`src/rtl/vadd_arb.sv`:
```
// Two-requester round-robin arbiter feeding a lane-wise modular vector adder
// with a fixed-latency result pipeline and per-requester acceptance counters.
module vadd_arb #(
    parameter int unsigned WIDTH = 8,
    parameter int unsigned LANES = 4,
    parameter int unsigned LAT   = 2
) (
    input  logic                   clock,
    input  logic                   reset,
    input  logic [LANES*WIDTH-1:0] a0,
    input  logic [LANES*WIDTH-1:0] b0,
    input  logic                   v0,
    output logic                   r0,
    input  logic [LANES*WIDTH-1:0] a1,
    input  logic [LANES*WIDTH-1:0] b1,
    input  logic                   v1,
    output logic                   r1,
    input  logic                   hold,
    output logic [LANES*WIDTH-1:0] y,
    output logic                   y_valid,
    output logic                   y_id,
    output logic [15:0]            cnt0,
    output logic [15:0]            cnt1,
    output logic                   busy
);

    localparam int unsigned VW = LANES * WIDTH;

    // ptr_q holds the index of the last accepted requester; reset to 1 so
    // requester 0 wins the first contention.
    logic           ptr_q, ptr_d;
    logic [15:0]    cnt0_q, cnt0_d;
    logic [15:0]    cnt1_q, cnt1_d;
    logic [VW-1:0]  data_q [LAT];
    logic [VW-1:0]  data_d [LAT];
    logic [LAT-1:0] id_q, id_d;
    logic [LAT-1:0] vld_q, vld_d;

    logic           gnt0, gnt1, acc;
    logic [VW-1:0]  opa, opb, sum;

    always_comb begin
        gnt0 = !reset && !hold && v0 && (!v1 || ptr_q);
        gnt1 = !reset && !hold && v1 && (!v0 || !ptr_q);
        acc  = gnt0 || gnt1;
        opa  = gnt1 ? a1 : a0;
        opb  = gnt1 ? b1 : b0;
        sum  = '0;
        for (int unsigned i = 0; i < LANES; i++) begin
            sum[i*WIDTH +: WIDTH] = opa[i*WIDTH +: WIDTH] + opb[i*WIDTH +: WIDTH];
        end
    end

    always_comb begin
        ptr_d  = ptr_q;
        cnt0_d = cnt0_q;
        cnt1_d = cnt1_q;
        data_d = data_q;
        id_d   = id_q;
        vld_d  = '0;

        if (gnt0) begin
            ptr_d = 1'b0;
            if (cnt0_q != '1) cnt0_d = cnt0_q + 16'd1;
        end
        if (gnt1) begin
            ptr_d = 1'b1;
            if (cnt1_q != '1) cnt1_d = cnt1_q + 16'd1;
        end

        // Data registers load only behind a valid, so the last stage keeps
        // the most recent result on y while y_valid is low.
        vld_d[0] = acc;
        if (acc) begin
            data_d[0] = sum;
            id_d[0]   = gnt1;
        end
        for (int unsigned s = 1; s < LAT; s++) begin
            vld_d[s] = vld_q[s-1];
            if (vld_q[s-1]) begin
                data_d[s] = data_q[s-1];
                id_d[s]   = id_q[s-1];
            end
        end
    end

    always_ff @(posedge clock or posedge reset) begin
        if (reset) begin
            ptr_q  <= 1'b1;
            cnt0_q <= '0;
            cnt1_q <= '0;
            data_q <= '{default: '0};
            id_q   <= '0;
            vld_q  <= '0;
        end else begin
            ptr_q  <= ptr_d;
            cnt0_q <= cnt0_d;
            cnt1_q <= cnt1_d;
            data_q <= data_d;
            id_q   <= id_d;
            vld_q  <= vld_d;
        end
    end

    assign r0      = gnt0;
    assign r1      = gnt1;
    assign y       = data_q[LAT-1];
    assign y_id    = id_q[LAT-1];
    assign y_valid = vld_q[LAT-1];
    assign busy    = |vld_q;
    assign cnt0    = cnt0_q;
    assign cnt1    = cnt1_q;

endmodule
```
`config.mk`:
```
export PLATFORM = sky130hd
export DESIGN_NAME = vadd_arb
export DESIGN_NICKNAME = d
export VERILOG_FILES = /design/src/rtl/vadd_arb.sv
export SDC_FILE = /design/constraint.sdc
export NUM_CORES = 1
export LEC_CHECK = 0
export CELL_PAD_IN_SITES_DETAIL_PLACEMENT = 0
export CELL_PAD_IN_SITES_GLOBAL_PLACEMENT = 1
export CORE_AREA = 2 2 143 145
export CTS_BUF_LIST = sky130_fd_sc_hd__clkbuf_8
export DETAILED_ROUTE_END_ITERATION = 8
export DIE_AREA = 0 0 145 147
export PLACE_DENSITY_LB_ADDON = 0.15
export SYNTH_ARGS = -nofsm -noshare
export SYNTH_HDL_FRONTEND = slang
export SYNTH_SLANG_ARGS = --single-unit
```
`constraint.sdc`:
```
create_clock -name clock -period 3.1 [get_ports clock]
set_input_delay 0.31 -clock clock [delete_from_list [all_inputs] [get_ports clock]]
set_output_delay 0.31 -clock clock [all_outputs]
set_load 0.1 [all_outputs]
```
# Word level (Yosys, flattened, before mapping)

Index checks and enable logic that the tools add are counted.

Input bits: 133
Logic and storage cells: 37
Bits in registers: 101

Add/sub/neg operators: 6
Mux-type cells: 4
Reduce and logical (&&, ||, !) cells: 17
Equality and inequality tests: 2

Operator list:

| cell                  | count |
|---|---|
| $mux 32               | 2 |
| $add 16x1->16 const B | 2 |
| $add 8x8->8           | 4 |
| $ne 16x16->1 const B  | 2 |
| $logic_and 1x1->1     | 5 |
| $logic_not 1->1       | 5 |
| $reduce_and 2->1      | 2 |
| $logic_or 1x1->1      | 3 |
| $mux 1                | 2 |
| $reduce_bool 2->1     | 1 |
| $reduce_or 2->1       | 1 |

# Depth between registers and ports, before layout

Gate-level depths: netlist of the first run.

Depth after elaboration: 6
Gate-level depth with buffers: 15

# Worst setup path after synthesis of the first run

OpenSTA, ideal clock, no wires.

Path kind: in2reg
Start point: in hold
End point: reg data_q[38] (netlist bit)
Setup time: 0.129 ns
Arrival time: 3.190 ns
Data required time: 2.971 ns
Buffers on the path: 1
Stages: 14
Path slack: -0.219 ns
Path through: nor2_2 -> nand3_1 -> inv_1 -> clkbuf_1 -> nand2_1 -> nand2_1 -> ha_1 -> inv_1 -> fa_1 -> nor2b_1 -> o21ai_1 -> a21boi_0 -> or4_1 -> nand3_1

Cells in the longest elaborated chain, start to end: 6

RTL lines:

| element                             | line   | RTL |
|---|---|---|
| from (decl)                         | 18     | `input logic hold,` |
| $logic_not 1->1 (*)                 | 44     | `gnt1 = !reset && !hold && v1 && (!v0 \|\| !ptr_q);` |
| $logic_and 1x1->1 (*) (3 in series) | 44     |  |
| net r1                              | 17     | `output logic r1,` |
| $mux 32 (on tied branches)          | 46, 47 |  |
| $add 8x8->8                         | 50     | `sum[i*WIDTH +: WIDTH] = opa[i*WIDTH +: WIDTH] + opb[i*WIDTH +: WIDTH];` |
| to (signal assigned)                | 99     | `data_q <= data_d;` |
| to (decl)                           | 34     | `logic [VW-1:0] data_q [LAT];` |

The timed path passes the listed nets; every way through them passes the cells marked *.
A chain may end at the register's enable or synchronous reset.

# Worst setup path in the final report of the first run

Start point: reg ptr_q
End point: reg data_q[54] (netlist bit)

Cells in the longest elaborated chain, start to end: 5

RTL lines:

| element                    | line   | RTL |
|---|---|---|
| from (decl)                | 31     | `logic ptr_q, ptr_d;` |
| from (signal assigned)     | 96     | `ptr_q <= ptr_d;` |
| $logic_not 1->1            | 44     |  |
| $logic_or 1x1->1           | 44     |  |
| $logic_and 1x1->1          | 44     |  |
| $mux 32 (on tied branches) | 46, 47 |  |
| $add 8x8->8                | 50     |  |

Several ways; a longest one is shown, not always the timed one.

==> qor.yml, run 1 <==
status: "finished, final reports clean"
dieArea_mm2: 0.02132
synth_fp_nets: 858
wirelength_mm: 16.43
yosys.area.top_type: "dfrtp_1"
final-hold-violation-count: 0
core_area_mm2: 0.01984
crit_type: "flip-flop to flip-flop"
rsz0062_at_grt: "false"
cts.clk_slew.worst_paths_ps: 100
drv_cap: 0
fin_ws_ps: 386.0
leakagePower_nw: 4.041
fin_setup_tns_ps: 0
finalSetupViolCount: 0
power_density_mw_per_mm2: 677.3
post-route-period-util_pct: 87.55
hold_class: "input pin to asynchronous set/reset pin"
io_pins: 202
ff2ff_path_depth: 14
detail_route.vias_per_cell: 4.524
critPathLaunchType: "flip-flop"
root_buffer: "clkbuf_8"
die_h_um: 147
slew_viol_final: 0
post-cts-setup-buffers: 0
arrival_ps: 3020
yosysTopAreaCellShare_pct: 40.16
timing_worst_slew_pin_value_ps: 994.9
hold_buffers: 0
placement.io_buffers: 201
synth_warnings: 0
final_cell_mix: "230 x nand2_1, 163 x clkdlybuf4s50_1, 99 x dfrtp_1"
irDropWorstVdd_mv: 0.4748
netlist_top_cells_area: "dfrtp_1 40%, nand2_1 14%, mux2_2 6.1%"
wl_per_cell_um: 14.38
cts_tree: "done"
ys_seq_area_share_pct: 40.58
rows: 52
fin_area_mm2: 0.008594
grt_pass1_vias: 5188
slew_headroom_pct: 33.47
insertion_delay_ps: 370
synth_edf_count: 0
synthArstFlopShare_pct: 100.0
holdWs_ps: 437.1
cts_resized: 0
finClkSkew_ps: 20.43
diodes: 0
required_ps: 3410
endpoint_kind: "flip-flop"
layout_commonest_cell: "nand2_1"
dp_slack_ps: 90.74
grt_antenna_before_repair: 1
layout-drive-gt1-share_pct: 15.01
clock_sinks: 101
period_needed_ps: 2714
syn_inst: 691
fin_nets: 1035
route.vias.total: 5171
synth_seq_cells: 101
yosys_most_used_dff: "dfrtp_1"
gp_congestion: 0.7792
first_pass_iters: 4
ant_nets: 0
fill_cells: 1958
dp_hpwl_mm: 13.03
floorplan.initialDensity_pct: 31.40
crit_path_start: "ptr_q"
synthToLayoutAreaGrowth_pct: 37.93
overflow: 0
fmax_mhz: 368.5
ys_types: 53
cts_buffer_depth: 2
r2r-start: "ptr_q"
cts.htree.levels: 3
netlist_area_mm2: 0.006231
reg2reg_slack_ps: 390
dpl_cell_area_mm2: 0.008406
grt_usage_pct: 15.51
die_w_um: 145
drt_iter0_markers: 202
numCtsBuffers: 9
grt_pass1_wl_mm: 26.70
syn_avg_cell_area_um2: 9.017
grt_max_degree: 72
critPathMaxFanout: 55
drc: 0
fin_util_pct: 43.31
-- path summary, 6_finish.rpt --
path / endpoint
setup / recovery: data_q[54]
hold reg to reg: data_q[44]
max in group asynchronous: data_q[58]
setup reg to reg: data_q[54]
min in group clock: data_q[44]
hold / removal: cnt0[15]
-- through the flow --
| step | power (mW) | cells |
|---|---|---|
| floorplan | 4.403 | 691 |
| global placement | 5.013 | 1127 |
| detailed placement | 5.052 | 1127 |
| CTS | 5.894 | 1143 |
| global route | 6.127 | 1143 |
| finish | 5.821 | 1143 |
-- state kept, by name, summed over array words and instances, names as in the netlist --
name and cells:
ptr_q 1, cnt1 16, id_q 2, vld_q 2, cnt0 16, y 32, data_q 32
-- routing by layer --
metal | wire [µm] | track usage (%)
met2 | 7101 | 22.81
met5 | 0 | 0
met1 | 8328 | 23.04
met4 | 102 | 3.416
met3 | 900 | 3.789
-- area by class of cell --
| type | instances | area [µm²] | area share, % |
|---|---|---|---|
| Clock buffer | 10 | 137.6 | 1.601 |
| Timing Repair Buffer | 222 | 2150 | 25.01 |
| Multi-Input combinational cell | 512 | 3303 | 38.43 |
| Clock inverter | 6 | 51.30 | 0.5969 |
| Sequential cell | 101 | 2530 | 29.44 |
| Tap cell | 270 | 337.8 | 3.931 |
| Inverter | 22 | 85.08 | 0.9900 |
-- kinds of logic (layout without fill, tap and decap cells) --
logic type	Yosys count	in the layout	share of synthesized area, %
buffers and inverters	78	260	6.787
AND/OR/NAND/NOR	313	313	23.07
XOR/XNOR	53	53	7.450
multiplexers	40	40	7.149
adder cells (fa/ha/maj)	34	34	7.309
AO/OA/AOI/OAI	72	72	7.651
flip-flops	101	101	40.58
-- worst max-delay path, stage by stage (launching register included) --
cell and delay [ps]:
dfstp_2 560, nand2_1 80, nand3_4 120, buf_12 260
nand2_1 100, nand2_1 150, ha_1 180, inv_1 50
fa_1 380, nor2b_1 120, o21ai_1 80, a21boi_0 240
buf_4 160, o21ai_0 80, nand3_1 80
-- where the power goes --
part,switching (mW),internal [mW],total [mW]
clock,0.495,0.329,0.825
sequential,0.248,1.65,1.90
combinational,2.21,0.886,3.10
total,2.95,2.87,5.82
-- synthesized netlist by cell type (8+ instances only) --
cell	number
inv_1	22
nand3_1	18
o21ai_0	22
xor2_1	22
ha_1	30
nand2_1	230
xnor2_1	31
buf_4	32
buf_2	8
dfrtp_1	100
mux2_2	34
o21ai_1	9
and3_1	10
a21oi_1	9
clkbuf_1	13
(Power assumes the default switching activity.)
==> run 2: changes to the inputs <==
Settings changed: SKIP_LAST_GASP set to 1.
==> results of run 2 <==
Final layout, timing and power as in run 1 (identical DEF).
==> run 3: changes to the inputs <==
Settings changed: CORE_AREA 2 2 143 145 to 2 2 102 203, DIE_AREA 0 0 145 147 to 0 0 104 205.
==> qor.yml, run 3 (synthesis results as in run 1) <==
critPathLaunchType: "input pin"
dpl_cell_area_mm2: 0.008371  # -0.42%
dieArea_mm2: 0.02132  # about the same
fin_total_pwr_mw: 5.915  # +1.6%
gp_congestion: 0.8351  # +7.2%
drv_cap: 0  # unchanged
rows: 73  # +40%
cts.htree.levels: 3  # unchanged
hold_class: "flip-flop to flip-flop"
cts.clk_slew.worst_paths_ps: 100  # about the same
fmax_mhz: 352.9  # -4.2%
first_pass_iters: 4  # unchanged
slew_headroom_pct: 35.06  # +1.6 points
diodes: 0  # unchanged
clock_sinks: 101  # unchanged
wl_per_cell_um: 15.18  # +5.6%
arrival_ps: 3090  # +70 ps
crit_path_start: "reset"
post-cts-setup-buffers: 0  # unchanged
holdWs_ps: 478.4  # +41.28 ps
fin_util_pct: 43.51  # +0.20 points
die_w_um: 104  # -28%
status: "finished, final reports clean"
floorplan.initialDensity_pct: 31.58  # +0.18 points
reg2reg_slack_ps: 400  # about the same
r2r_end: "data_q[63]"
timing_worst_slew_pin_value_ps: 971.1  # -23.75 ps
irDropWorstVdd_mv: 0.5584  # +18%
min_from: "data_q[40]"
wirelength_mm: 17.31  # +5.3%
synthToLayoutAreaGrowth_pct: 37.77
critPathMaxFanout: 35  # -36%
endpoint_kind: "flip-flop"
finalSetupViolCount: 0  # unchanged
leakagePower_nw: 4.084  # +1.1%
rsz0062_at_grt: "false"
cts_buffer_depth: 2  # unchanged
placement.io_buffers: 201  # unchanged
finClkSkew_ps: 20.22  # -0.2144 ps
route.vias.total: 5251  # +1.5%
finalNonFillerCells: 1140  # -0.26%
post-route-period-util_pct: 91.42  # +3.9 points
fin_nets: 1040  # +0.48%
grt_pass1_vias: 5638  # +8.7%
root_buffer: "clkbuf_8"
layout_commonest_cell: "nand2_1"
dp_slack_ps: -185.2  # -276.0 ps
layout-drive-gt1-share_pct: 16.86  # +1.9 points
grt_antenna_before_repair: 0  # -1
dp.cells: 1124  # -0.27%
required_ps: 3360  # -50 ps
die_h_um: 205  # +39%
grt_max_degree: 54  # -25%
fin_ws_ps: 266.0  # -120.0 ps
crit_type: "input pin to flip-flop"
hold_buffers: 0  # unchanged
slew_viol_final: 0  # unchanged
power_density_mw_per_mm2: 689.1  # +1.7%
critPathCapture: "data_q[63]"
r2r-start: "ptr_q"
drc: 0  # unchanged
drt_iter0_markers: 146  # -28%
final-hold-violation-count: 0  # unchanged
io_pins: 202  # unchanged
fin_area_mm2: 0.008584  # -0.12%
final_cell_mix: "230 x nand2_1, 151 x clkdlybuf4s50_1, 99 x dfrtp_1"
numCtsBuffers: 9  # unchanged
core_area_mm2: 0.01973  # -0.58%
ff2ff_path_depth: 12  # -2
period_needed_ps: 2834  # +120.0 ps
grt_usage_pct: 16.56  # +1.0 points
overflow: 0  # unchanged
cts_resized: 0  # unchanged
insertion_delay_ps: 390  # +20 ps
detail_route.vias_per_cell: 4.606  # +1.8%
ant_nets: 0  # unchanged
cts_tree: "done"
dp_hpwl_mm: 14.23  # +9.2%
grt_pass1_wl_mm: 28.08  # +5.2%
fin_setup_tns_ps: 0  # unchanged
==> run 3: cell type report <==
cell class,instances,area (µm²)
fillers,2011,11140
multi-input cells,512,3296
flip-flops and latches,101,2530
repair buffers,227,2132
well taps,262,327.8
clock buffers,10,137.6
inverters,22,85.08
clock inverters,6,76.32
==> run 3: per-layer routing <==
metal | global-route usage [%] | up-vias | share of wire (%)
met3 | 3.500 | 10 | 5.1
met4 | 5.164 | 0 | 1.3
met1 | 18.15 | 2462 | 39
met2 | 31.51 | 143 | 54
met5 | 0 | - | 0
li1 | - | 2636 | -
==> run 3: worst min path at each step <==
stage | end | slack, ps | depth (start not counted)
after global placement | data_q[40] | 460 | 2
after detailed placement | data_q[40] | 460 | 2
after floorplan | vld_q[1] | 350 | 0
after global routing | data_q[50] | 510 | 2
after CTS | data_q[40] | 480 | 2
final | data_q[40] | 480 | 2
==> run 3: critical path, stage by stage <==
cell             delay, ps
clkdlybuf4s50_1        440
nor2_2                 270
nand3_2                150
inv_2                  100
buf_12                 180
buf_4                  260
nand2_1                 80
nand2_1                 70
ha_1                   280
a21oi_1                180
o21ai_0                190
o31ai_1                310
xnor2_1                180
o21ai_1                 90
==> run 3: power breakdown <==
part           leakage, nW  total [mW]  internal (mW)  switching (mW)
combinational         2.69        3.09          0.881            2.21
sequential            1.29        1.91           1.65           0.256
clock                0.109       0.913          0.410           0.503
total                 4.08        5.92           2.94            2.97
==> RTL change, RTL diff (settings of run 2) <==
`LANES`: 4 -> 5.
--- a/src/rtl/vadd_arb.sv
+++ b/src/rtl/vadd_arb.sv
@@ -4,3 +4,3 @@
     parameter int unsigned WIDTH = 8,
-    parameter int unsigned LANES = 4,
+    parameter int unsigned LANES = 5,
     parameter int unsigned LAT   = 2
Interface: changed (5 resized); port bits go from 202 to 242. The function was not compared with the original's and may differ.
==> RTL change against run 2 <==
  * Sequential share of layout area fell by 1.0 points
  * Area after synthesis rose by 18%
  * Maximum frequency fell by 2.8%
  * Critical path depth did not move
  * Routed wire length rose by 19%
  * Synthesized cell count rose by 21%
  * Final area rose by 20%
  * Global-route usage rose by 3.6 points
  * Sequential power rose by 15%
  * Largest power group unchanged
  * Largest cell class unchanged
  * Non-clock buffer count rose by 43
  * Power rose by 29%
  * Sequential cell count rose by 16
  * Worst setup slack got worse by 0.078 ns
==> RTL change: results <==
set metrics [dict create \
    gp_congestion 0.8198 \
    synth_top_cells_by_count "276 x nand2_1, 116 x dfrtp_1, 42 x mux2_2, 40 x buf_4, 39 x o21ai_0" \
    startpoint "ptr_q" \
    r2r_end "data_q[46]" \
    antennaDiodeCount 0 \
    drt-initial-drc-count 290 \
    final_nets 1259 \
    drtPass1Iterations 5 \
    criticalPathCategory "reg2reg" \
    n_fill_cell 1881 \
    synth.distinct_cells 52 \
    postCtsSetupBuffers 0 \
    finalClockSkew_ns 0.02182 \
    drive_gt1_frac 0.1418 \
    grt_usage 0.1911 \
    clock_path_buffers 2 \
    async_flop_share 1.000 \
    worstPathArrival_ns 3.17 \
    synth_area_leaders "dfrtp_1 40%, nand2_1 14%, mux2_2 6.5%" \
    clockRootBuffer "clkbuf_8" \
    worstReg2RegStart "ptr_q" \
    yosysWarnings 0 \
    crit_path_max_fanout 22 \
    grt_max_degree 49 \
    vias 6253 \
    cts_resized 0 \
    clk_latency_ns 0.46 \
    setup_viol 0 \
    cellLeakagePower_uw 0.004871 \
    status "finished, final reports clean" \
    wl_per_cell_um 14.64 \
    swShare 0.4706 \
    reg2reg_depth 14 \
    ir_drop_v 0.0004576 \
    synth_nets 1046 \
    rows 52 \
    antenna_found_initial 1 \
    clkTransAtPathRegs_ns 0.09 \
    h-tree-depth 4 \
    ys_seq_area_frac 0.4000 \
    yosys_most_used_dff "dfrtp_1" \
    hold_path.class "in2async" \
    grt_pass1_vias 6307 \
    cts_made_buffers 17 \
    grt_pass1_wl_um 32520 \
    dp_hpwl_um 15160 \
    worstMarginPinSlew_ns 1.009 \
    portBuffers 241 \
    reg2reg_slack_ns 0.31 \
]
## RTL change: cell families (layout without fill, tap and decap cells)
kind of cell,after synthesis,in the layout,synth area share
AOI/OAI and AO/OA,95,95,0.08030
xor gates and xnor gates,57,57,0.06817
adders and majority gates,42,42,0.07688
buffers and inverters,101,327,0.07381
DFF,117,117,0.4000
muxes,48,48,0.07347
and+or+nand+nor,379,379,0.2274
## RTL change: layer usage
| metal | global-route usage | wire length [µm] | vias to the layer above |
|---|---|---|---|
| met5 | 0 | 0 | - |
| met4 | 0.05050 | 183 | 0 |
| met3 | 0.05590 | 1290 | 15 |
| met2 | 0.3121 | 9231 | 164 |
| met1 | 0.2494 | 8835 | 2888 |
| li1 | - | - | 3186 |
## RTL change: worst min-delay path by stage
stage,cells after the start,endpoint,start
after CTS,3,cnt0[3],reset
after detailed placement,2,data_q[58],data_q[58]
after global placement,2,data_q[58],data_q[58]
after global routing,3,cnt0[8],reset
final,3,id_q[0],reset
after floorplan,0,vld_q[1],vld_q[0]
## RTL change: final cells by class
cell class | instances | area (µm²) | area share
clock buffer | 18 | 247.7 | 0.02402
clock inverter | 14 | 225.2 | 0.02183
inverter | 30 | 116.4 | 0.01128
multi-input combinational | 621 | 3872 | 0.3754
sequential | 117 | 2930 | 0.2841
tap | 270 | 337.8 | 0.03275
timing repair buffer | 265 | 2585 | 0.2506
## RTL change: power by group through the flow
stage	logic [µW]	clock network, µW	registers [µW]
after floorplan	2620	0	2570
after detailed placement	3700	0	2220
after CTS	3710	1730	2200
after global placement	3690	0	2220
after global routing	3880	1800	2250
final	3670	1670	2190
## RTL change: through the flow
stage / instances / worst slack [ns] / instance area (µm²) / power, µW / hold WS [ns]
final: 1335 / 0.3076 / 10310 / 7531 / 0.4755
after detailed placement: 1303 / 0.03465 / 9842 / 5925 / 0.4652
after floorplan: 839 / 0.2394 / 7328 / 5188 / 0.3519
after global placement: 1303 / 0.1051 / 9842 / 5905 / 0.4585
after CTS: 1335 / 0.2981 / 10310 / 7636 / 0.4723
after global routing: 1335 / 0.07379 / 10310 / 7928 / 0.5096
## RTL change: critical path, stage by stage (launching register included)
cell	delay, ns
dfstp_2	0.56
nand2_1	0.10
nand3_4	0.14
inv_2	0.10
buf_12	0.16
nand2_1	0.07
nand2_1	0.05
ha_1	0.21
inv_1	0.07
fa_1	0.18
nor2b_1	0.05
o21ai_0	0.24
a21boi_0	0.19
or4_1	0.49
nand3_1	0.09
